**config.mk**
```make
export PLATFORM = sky130hd
export DESIGN_NAME = dvp_tx_gen
export DESIGN_NICKNAME = d
export VERILOG_FILES = /design/src/rtl/dvp_tx_gen.sv
export SDC_FILE = /design/constraint.sdc
export NUM_CORES = 1
export LEC_CHECK = 0
export CORE_AREA = 2 2 81 83
export CTS_CLUSTER_SIZE = 40
export DETAILED_ROUTE_END_ITERATION = 10
export DIE_AREA = 0 0 83 85
export PLACE_DENSITY = 0.77
export SLEW_MARGIN = 20
export SYNTH_ARGS = -nofsm -noshare
export SYNTH_HDL_FRONTEND = slang
export SYNTH_SLANG_ARGS = --single-unit
```
**constraint.sdc**
```tcl
create_clock -name I_clk -period 7.2 [get_ports I_clk]
set_input_delay 1.08 -clock I_clk [delete_from_list [all_inputs] [get_ports I_clk]]
set_output_delay 1.08 -clock I_clk [all_outputs]
set_load 0.005 [all_outputs]
```
**src/rtl/dvp_tx_gen.sv**
```systemverilog
// -----------------------------------------------------------------------------
// dvp_tx_gen
// DVP camera-port transmitter. Generates sensor-style VSYNC/HREF frame timing
// on a single pixel clock and pulls pixels from an upstream valid/ready source.
// Used as a stand-in sensor for capture-path bring-up and as a loopback source.
//
// Ports
//   I_clk          in   pixel clock, one pixel per cycle
//   I_rst_n        in   asynchronous active-low reset
//   I_enable       in   run request, sampled only at frame boundaries
//   I_pix_data     in   upstream pixel
//   I_pix_valid    in   upstream pixel valid
//   O_pix_ready    out  pixel consumed this cycle when high (combinational)
//   O_vsync        out  frame sync, asserted level = VS_POL
//   O_href         out  line valid, active-high
//   O_pixdata      out  pixel bus, zero whenever O_href is low
//   O_frame_start  out  one-cycle pulse on the first VSYNC-asserted cycle
//   O_underrun     out  sticky flag: an active pixel slot had no valid input
//   O_frame_cnt    out  completed frames, wraps 0xFFFF -> 0
// -----------------------------------------------------------------------------
module dvp_tx_gen #(
    parameter int   DATA_W   = 10,
    parameter int   H_ACTIVE = 640,
    parameter int   H_BLANK  = 160,
    parameter int   V_SYNC   = 4,
    parameter int   V_BACK   = 16,
    parameter int   V_ACTIVE = 480,
    parameter int   V_FRONT  = 10,
    parameter logic VS_POL   = 1'b0
) (
    input  logic              I_clk,
    input  logic              I_rst_n,
    input  logic              I_enable,
    input  logic [DATA_W-1:0] I_pix_data,
    input  logic              I_pix_valid,
    output logic              O_pix_ready,
    output logic              O_vsync,
    output logic              O_href,
    output logic [DATA_W-1:0] O_pixdata,
    output logic              O_frame_start,
    output logic              O_underrun,
    output logic [15:0]       O_frame_cnt
);

    // Last index of each counter range; zero-length blanking states are skipped,
    // so their "last" values are never used and are clamped to zero.
    localparam logic [15:0] LP_H_LAST      = 16'(H_ACTIVE + H_BLANK - 1);
    localparam logic [15:0] LP_H_ACT       = 16'(H_ACTIVE);
    localparam logic [15:0] LP_VSYNC_LAST  = 16'(V_SYNC - 1);
    localparam logic [15:0] LP_VBACK_LAST  = (V_BACK > 0) ? 16'(V_BACK - 1) : 16'd0;
    localparam logic [15:0] LP_VACT_LAST   = 16'(V_ACTIVE - 1);
    localparam logic [15:0] LP_VFRONT_LAST = (V_FRONT > 0) ? 16'(V_FRONT - 1) : 16'd0;
    localparam logic        LP_HAS_VBACK   = (V_BACK > 0);
    localparam logic        LP_HAS_VFRONT  = (V_FRONT > 0);

    typedef enum logic [2:0] {
        ST_IDLE   = 3'd0,
        ST_VSYNC  = 3'd1,
        ST_VBACK  = 3'd2,
        ST_ACTIVE = 3'd3,
        ST_VFRONT = 3'd4
    } state_t;

    state_t              r_state;
    state_t              w_state_nxt;
    logic [15:0]         r_hcnt;
    logic [15:0]         r_vcnt;
    logic                w_line_last;
    logic                w_frame_end;
    logic                w_pix_ready;
    logic                w_vsync_nxt;
    logic                w_fs_nxt;
    logic [DATA_W-1:0]   w_pixdata_nxt;

    logic                r_vsync;
    logic                r_href;
    logic [DATA_W-1:0]   r_pixdata;
    logic                r_frame_start;
    logic                r_underrun;
    logic [15:0]         r_frame_cnt;

    // End-of-line strobe; the horizontal counter is parked in IDLE.
    always_comb begin
        w_line_last = 1'b0;
        if ((r_state != ST_IDLE) && (r_hcnt == LP_H_LAST)) begin
            w_line_last = 1'b1;
        end else begin
            w_line_last = 1'b0;
        end
    end

    // FSM state register.
    always_ff @(posedge I_clk or negedge I_rst_n) begin
        if (!I_rst_n) begin
            r_state <= ST_IDLE;
        end else begin
            r_state <= w_state_nxt;
        end
    end

    // FSM next-state logic; I_enable is only looked at in IDLE and at frame end.
    always_comb begin
        w_state_nxt = r_state;
        w_frame_end = 1'b0;
        case (r_state)
            ST_IDLE: begin
                if (I_enable) begin
                    w_state_nxt = ST_VSYNC;
                end else begin
                    w_state_nxt = ST_IDLE;
                end
            end
            ST_VSYNC: begin
                if (w_line_last && (r_vcnt == LP_VSYNC_LAST)) begin
                    w_state_nxt = LP_HAS_VBACK ? ST_VBACK : ST_ACTIVE;
                end else begin
                    w_state_nxt = ST_VSYNC;
                end
            end
            ST_VBACK: begin
                if (w_line_last && (r_vcnt == LP_VBACK_LAST)) begin
                    w_state_nxt = ST_ACTIVE;
                end else begin
                    w_state_nxt = ST_VBACK;
                end
            end
            ST_ACTIVE: begin
                if (w_line_last && (r_vcnt == LP_VACT_LAST)) begin
                    if (LP_HAS_VFRONT) begin
                        w_state_nxt = ST_VFRONT;
                    end else begin
                        w_frame_end = 1'b1;
                        w_state_nxt = I_enable ? ST_VSYNC : ST_IDLE;
                    end
                end else begin
                    w_state_nxt = ST_ACTIVE;
                end
            end
            ST_VFRONT: begin
                if (w_line_last && (r_vcnt == LP_VFRONT_LAST)) begin
                    w_frame_end = 1'b1;
                    w_state_nxt = I_enable ? ST_VSYNC : ST_IDLE;
                end else begin
                    w_state_nxt = ST_VFRONT;
                end
            end
            default: begin
                w_state_nxt = ST_IDLE;
                w_frame_end = 1'b0;
            end
        endcase
    end

    // FSM output logic: ready is combinational, the rest feed the output stage.
    always_comb begin
        w_pix_ready   = (r_state == ST_ACTIVE) && (r_hcnt < LP_H_ACT);
        w_fs_nxt      = (r_state == ST_VSYNC) && (r_vcnt == 16'd0) && (r_hcnt == 16'd0);
        w_vsync_nxt   = ~VS_POL;
        w_pixdata_nxt = {DATA_W{1'b0}};
        if (r_state == ST_VSYNC) begin
            w_vsync_nxt = VS_POL;
        end else begin
            w_vsync_nxt = ~VS_POL;
        end
        // A missing pixel still occupies its slot, driven as zero.
        if (w_pix_ready && I_pix_valid) begin
            w_pixdata_nxt = I_pix_data;
        end else begin
            w_pixdata_nxt = {DATA_W{1'b0}};
        end
    end

    // Horizontal and vertical counters; vcnt restarts on every state change.
    always_ff @(posedge I_clk or negedge I_rst_n) begin
        if (!I_rst_n) begin
            r_hcnt <= 16'd0;
            r_vcnt <= 16'd0;
        end else begin
            if ((r_state == ST_IDLE) || w_line_last) begin
                r_hcnt <= 16'd0;
            end else begin
                r_hcnt <= r_hcnt + 16'd1;
            end
            if (w_state_nxt != r_state) begin
                r_vcnt <= 16'd0;
            end else if (w_line_last) begin
                r_vcnt <= r_vcnt + 16'd1;
            end else begin
                r_vcnt <= r_vcnt;
            end
        end
    end

    // Registered output stage: VSYNC, HREF and data share one pipeline stage.
    always_ff @(posedge I_clk or negedge I_rst_n) begin
        if (!I_rst_n) begin
            r_vsync       <= ~VS_POL;
            r_href        <= 1'b0;
            r_pixdata     <= {DATA_W{1'b0}};
            r_frame_start <= 1'b0;
            r_underrun    <= 1'b0;
            r_frame_cnt   <= 16'd0;
        end else begin
            r_vsync       <= w_vsync_nxt;
            r_href        <= w_pix_ready;
            r_pixdata     <= w_pixdata_nxt;
            r_frame_start <= w_fs_nxt;
            r_underrun    <= r_underrun | (w_pix_ready & ~I_pix_valid);
            if (w_frame_end) begin
                r_frame_cnt <= r_frame_cnt + 16'd1;
            end else begin
                r_frame_cnt <= r_frame_cnt;
            end
        end
    end

    assign O_pix_ready   = w_pix_ready;
    assign O_vsync       = r_vsync;
    assign O_href        = r_href;
    assign O_pixdata     = r_pixdata;
    assign O_frame_start = r_frame_start;
    assign O_underrun    = r_underrun;
    assign O_frame_cnt   = r_frame_cnt;

endmodule

```
==> flow_summary.yaml, run 1 <==
sta:
  skew_ns: 0.00595
  max_slew_margin_pct: 45.6
  setup_viol: 0
  fmax_mhz: 297
  fin_crit_ns: 3.37
  worst_pin_slew_ns: 0.810
  rsz0062_at_grt: "no"
  finalSetupTns_ns: 0
  fin_crit_sh_pct: 46.8
  slew_violations: 0
  finalHoldViolCount: 0
routing:
  drt_wl_total_mm: 6.75
  drtAntennaViolNets: 0
  via_per_inst: 5.66
  wire_per_inst_um: 15.1
  drtIter0Drc: 144
  num_vias: 2534
  drtPass1Iterations: 4
  drc: 0
critical_path:
  r2r_setup_slack_ns: 4.12
  critical_path_required_ns: 6.12
  arrival_ns: 2.29
  startpoint_type: "register"
  crit_fanout: 13
  endpoint_kind: "output pin"
  path_class: "reg2out"
run_status:
  outcome: "finished, final reports clean"
logic_synthesis:
  synth.avg_cell_area_um2: 10.3
  yosysWarningCount: 0
  yosysSeqAreaShare_pct: 49.3
  synth_edf_count: 0
  synthArstFlopShare_pct: 100
  yosys.area.top_type: "dfrtp_1"
  ys_dominant_reg_cell: "dfrtp_1"
  ys_ff_latch: 65
  syn-num-nets: 340
  synthCells: 320
  synth.cell_area_um2: 3300
  synthDistinctLibCells: 43
  yosys-top-cells-area: "dfrtp_1, xor2_1, xnor2_1"
  synth_top_area_share_pct: 48.5
power_and_ir_drop:
  leakagePower_nw: 1.76
  p_per_area_nw_per_um2: 195
  power_uw: 788
  ir_drop_v: 0.000171
die:
  rows: 29
  start_util_pct: 53.2
  die_w_um: 83
  core_area_um2: 6200
  dieArea_um2: 7060
  io_pins: 45
  die_y_um: 85
clocking:
  cts-root-buf: "clkbuf_8"
  ctsResizeCount: 0
  clk_pin_slew_worst_paths_ns: 0.07
  numCtsBuffers: 9
  clock_sinks: 65
  cts_setup_buffers: 0
  htreeDepth: 3
  cts_max_path_buffers: 2
  clk_latency_ns: 0.33
  cts_tree: "done"
  cts_hold_buf: 0
global_route:
  grt_pass1_vias: 2560
  grt_pass1_wl_mm: 12.0
  grtUsageMet3_pct: 3.70
  grt_max_degree: 66
  grt-busiest-layer: "met2"
  grt.met2_usage_pct: 34.6
  grt.total_usage_pct: 21.0
  grt_antenna_before_repair: 0
  overflow: 0
  grt.met1_usage_pct: 27.4
final_layout:
  final_nets: 386
  n_antenna_cell: 0
  area_growth_pct: 22.6
  drive_gt1_share_pct: 12.1
placement:
  port_buffers: 44
  gp_congestion: 0.889
  dpl.hpwl_mm: 4.61
run:
  maxCapViolCount: 0
min_path:
  min_path_type: "reg2reg"
## worst max-delay path, stage by stage, from the launching register on
cell             delay, ns
dfrtp_1               0.43
or4_4                 0.55
nor4_1                0.25
buf_4                 0.21
clkdlybuf4s50_1       0.51
## power by group
part           total (mW)  internal (mW)  switching [mW]
combinational      0.0149        0.00637         0.00853
sequential          0.365          0.365               0
clock               0.408          0.266           0.143
## synthesized netlist by cell type (2+ instances only)
cell type	count
a21oi_1	5
or2_2	3
nor4_1	14
or3_1	2
nor2_1	26
buf_4	2
nand3b_1	2
nor3_1	12
xnor2_1	20
nand4_1	14
dfrtp_1	64
xor2_1	22
inv_1	14
or4_1	4
and3_1	22
a21o_1	2
a21oi_2	11
nand3_1	19
clkbuf_1	8
nand2_1	19
nor3b_1	2
ha_1	6
a221oi_1	2
o21ai_0	3
or4_4	4
## cell usage in the layout (no fill, tap or decap), types with 9 or more instances in the layout
master           count
nand2_1             19
dfrtp_1             64
nand3_1             19
nor4_1              14
a21oi_2             11
nor2_1              26
clkbuf_8             9
inv_1               14
xnor2_1             20
xor2_1              22
clkdlybuf4s50_1     43
nor3_1              12
nand4_1             14
and3_1              22
## registers in the layout, indices dropped and copies added, names as in the netlist
register and cells:
O_frame_cnt 16, r_hcnt 16, r_vcnt 16, O_pixdata 10, r_state 3, O_frame_start 1, O_href 1, O_underrun 1
O_vsync 1
## per-layer routing
metal	vias up	share of wire, %
met5	-	0
met3	10	4.3
li1	1231	-
met1	1218	45
met2	75	49
met4	0	1.8
## stage by stage
step	utilization, %	area (um2)	hold WS (ns)	worst slack, ns	std cells
2_1_floorplan	-	3300	0.451	4.61	320
3_3_place_gp	60.9	3780	0.444	4.20	432
3_5_place_dp	60.9	3780	0.459	4.13	432
4_1_cts	65.2	4040	0.470	3.81	448
5_1_grt	65.2	4040	0.484	3.66	448
6_report	65.2	4040	0.464	3.83	448
## logic make-up (layout without fill, tap and decap cells)
kind of cell               Yosys count  in the layout  share of synthesized area, %
adders and majority gates            6              6                          2.28
xor gates and xnor gates            42             42                          11.1
buffers and inverters               26             77                          3.91
muxes                                2              2                         0.645
DFF                                 65             65                          49.3
and+or+nand+nor                    151            151                          26.0
AOI/OAI and AO/OA                   28             28                          6.67
## area by class of cell
type / instances / area [um2]
clock buffer: 9 / 124
clock inverter: 7 / 143
fill: 467 / 2160
inverter: 14 / 52.6
multi-input combinational: 229 / 1540
sequential: 65 / 1630
tap: 77 / 96.3
timing repair buffer: 47 / 458
## path summary, 6_finish.rpt
path,startpoint,end,cells past startpoint
worst max register to register,r_hcnt[11],r_vcnt[6],5
worst min-delay path,O_frame_cnt[15],O_frame_cnt[15],1
max in group asynchronous,I_rst_n,r_vcnt[0],2
min in group asynchronous,I_rst_n,O_frame_cnt[2],2
worst min register to register,O_frame_cnt[15],O_frame_cnt[15],1
worst max-delay path,r_hcnt[11],O_pix_ready,4
Power figures use the tool's default switching activity.
==> run 2: changes to the inputs <==
- CORE_AREA: 2 2 81 83 -> 2 2 86 88
- DIE_AREA: 0 0 83 85 -> 0 0 88 90
- PLACE_DENSITY: 0.77 -> 0.72
- clock period: 7.2 -> 2.84 ns (I/O delays scaled with it)
==> run 2 against run 1 <==
- clock skew grew 0.0028 ns
- total power grew 150%
- sequential share of layout area shrank 1.1 points
- wire length grew 2.5%
- final cell count grew 6.7%
- non-clock buffer count grew 8
- sequential power grew to 2.5 times the previous value
- die area grew 12%
- largest cell class unchanged
- largest power group unchanged
- highest routed layer unchanged
==> flow_summary.yaml, run 2 (synthesis results as in run 1) <==
clocking:
  cts-root-buf: "clkbuf_8"
  clk_pin_slew_worst_paths_ns: 0.08
  clock_sinks: 65
  cts_tree: "done"
  htreeDepth: 3
  cts_max_path_buffers: 2
  clk_latency_ns: 0.34
  numCtsBuffers: 9
critical_path:
  rr_worst_depth: 6
  crit_fanout: 10
  path_class: "reg2reg"
  reg2reg_to: "r_vcnt[8]"
  arrival_ns: 2.94
  r2r_setup_slack_ns: 0.12
  endpoint_kind: "register"
  critical_path_required_ns: 3.06
  startpoint_type: "register"
  rr_startpoint: "r_hcnt[11]"
run_status:
  outcome: "finished, final reports clean"
sta:
  max_slew_margin_pct: 52.5
  finalHoldViolCount: 0
  setup_viol: 0
  fin_crit_sh_pct: 95.8
  worst_pin_slew_ns: 0.713
  slew_violations: 0
  fmax_mhz: 367
  rsz0062_at_grt: "no"
  worst_slack_ns: 0.118
  fin_crit_ns: 2.72
  finalSetupTns_ns: 0
  skew_ns: 0.00877
final_layout:
  area_growth_pct: 26.0
  multi_input_area_um2: 1550
  drive_gt1_share_pct: 14.2
  ff_latch_area_um2: 1630
  final_common_cell: "dfrtp_1"
  final_cell_mix: "dfrtp_1, clkdlybuf4s50_1, nor2_1"
  fillers: 601
  n_antenna_cell: 0
  final_cells: 478
  final_nets: 394
placement:
  gp_congestion: 0.852
  pre_cts_ws_ns: 0.156
  port_buffers: 44
  numPlacedInstances: 462
  dpl.hpwl_mm: 4.95
die:
  io_pins: 45
  die_w_um: 88
  dieArea_um2: 7920
  rows: 31
  die_y_um: 90
  start_util_pct: 47.0
  core_area_um2: 7020
routing:
  via_per_inst: 5.33
  drtIter0Drc: 136
  drt_wl_total_mm: 6.92
  num_vias: 2546
  drc: 0
  drtPass1Iterations: 4
  wire_per_inst_um: 14.5
  drtAntennaViolNets: 0
global_route:
  overflow: 0
  grt_antenna_before_repair: 0
  grt_pass1_vias: 2571
  grt_max_degree: 36
  grt.total_usage_pct: 18.8
  grt_pass1_wl_mm: 12.0
power_and_ir_drop:
  p_per_area_nw_per_um2: 467
  leakagePower_nw: 1.81
  ir_drop_v: 0.000214
min_path:
  min_path_type: "in2async"
run:
  maxCapViolCount: 0
==> run 2: cell count changes in the layout (fill, tap and decap cells not counted) <==
cell / delta
buf_4: +5
inv_6: +3
clkinv_2: -1
buf_12: +3
clkinv_4: -1
nor4_1: -1
nor4_2: +1
bufinv_16: -1
==> run 2: metal layers <==
metal,vias up,GRT usage [%],routed length (um)
met4,0,8.33,121
met1,1244,24.7,3240
met3,10,3.21,229
met5,-,0,0
met2,55,29.9,3330
li1,1237,-,-
==> run 2: how the worst max path moves through the flow <==
stage / startpoint / end / cells after the start
5_1_grt: r_hcnt[11] / r_vcnt[13] / 6
2_1_floorplan: r_hcnt[11] / r_vcnt[10] / 6
6_report: r_hcnt[11] / r_vcnt[8] / 6
3_3_place_gp: r_hcnt[10] / r_vcnt[8] / 6
3_5_place_dp: r_hcnt[11] / r_vcnt[8] / 6
4_1_cts: r_hcnt[11] / O_pix_ready / 3
==> run 2: what timing repair did <==
action / 4_1_cts / 5_1_grt
endpoints found under the setup margin: 0 / 1
hold buffers: 0 / 0
setup buffers: 0 / 0
gates resized for setup: 0 / 1
==> run 2: layout make-up <==
| class | count | share of cell area [%] |
|---|---|---|
| clock buffer | 9 | 2.98 |
| clock inverter | 7 | 3.01 |
| inverter | 14 | 1.26 |
| multi-input combinational | 229 | 37.3 |
| sequential | 65 | 39.2 |
| tap | 99 | 2.98 |
| timing repair buffer | 55 | 13.4 |
==> run 2: through the flow <==
step / area, um2 / total power [mW] / utilization, % / hold WS, ns
global route: 4160 / 2.00 / 59.2 / 0.185
finish: 4160 / 1.94 / 59.2 / 0.135
floorplan: 3300 / 0.946 / - / 0.130
CTS: 4150 / 1.96 / 59.1 / 0.158
global placement: 3900 / 0.984 / 55.6 / 0.439
detailed placement: 3900 / 0.985 / 55.6 / 0.448
==> run 2: power by group <==
part	internal, mW	total [mW]	switching (mW)
clock network	0.594	0.976	0.383
logic	0.0180	0.0401	0.0221
registers	0.925	0.925	0
total	1.54	1.94	0.405
==> run 2: worst max-delay path, cell delays in order, from the launching register on <==
cell and delay [ns]:
dfrtp_1 0.43, or4_4 0.57, or4_4 0.57, or4_4 0.57, o211ai_4 0.23, buf_12 0.19, a21oi_2 0.05
==> run 3: changes to the inputs <==
- SLEW_MARGIN: 20 -> 15
==> results of run 3 <==
Final layout, timing and power as in run 2 (identical DEF).
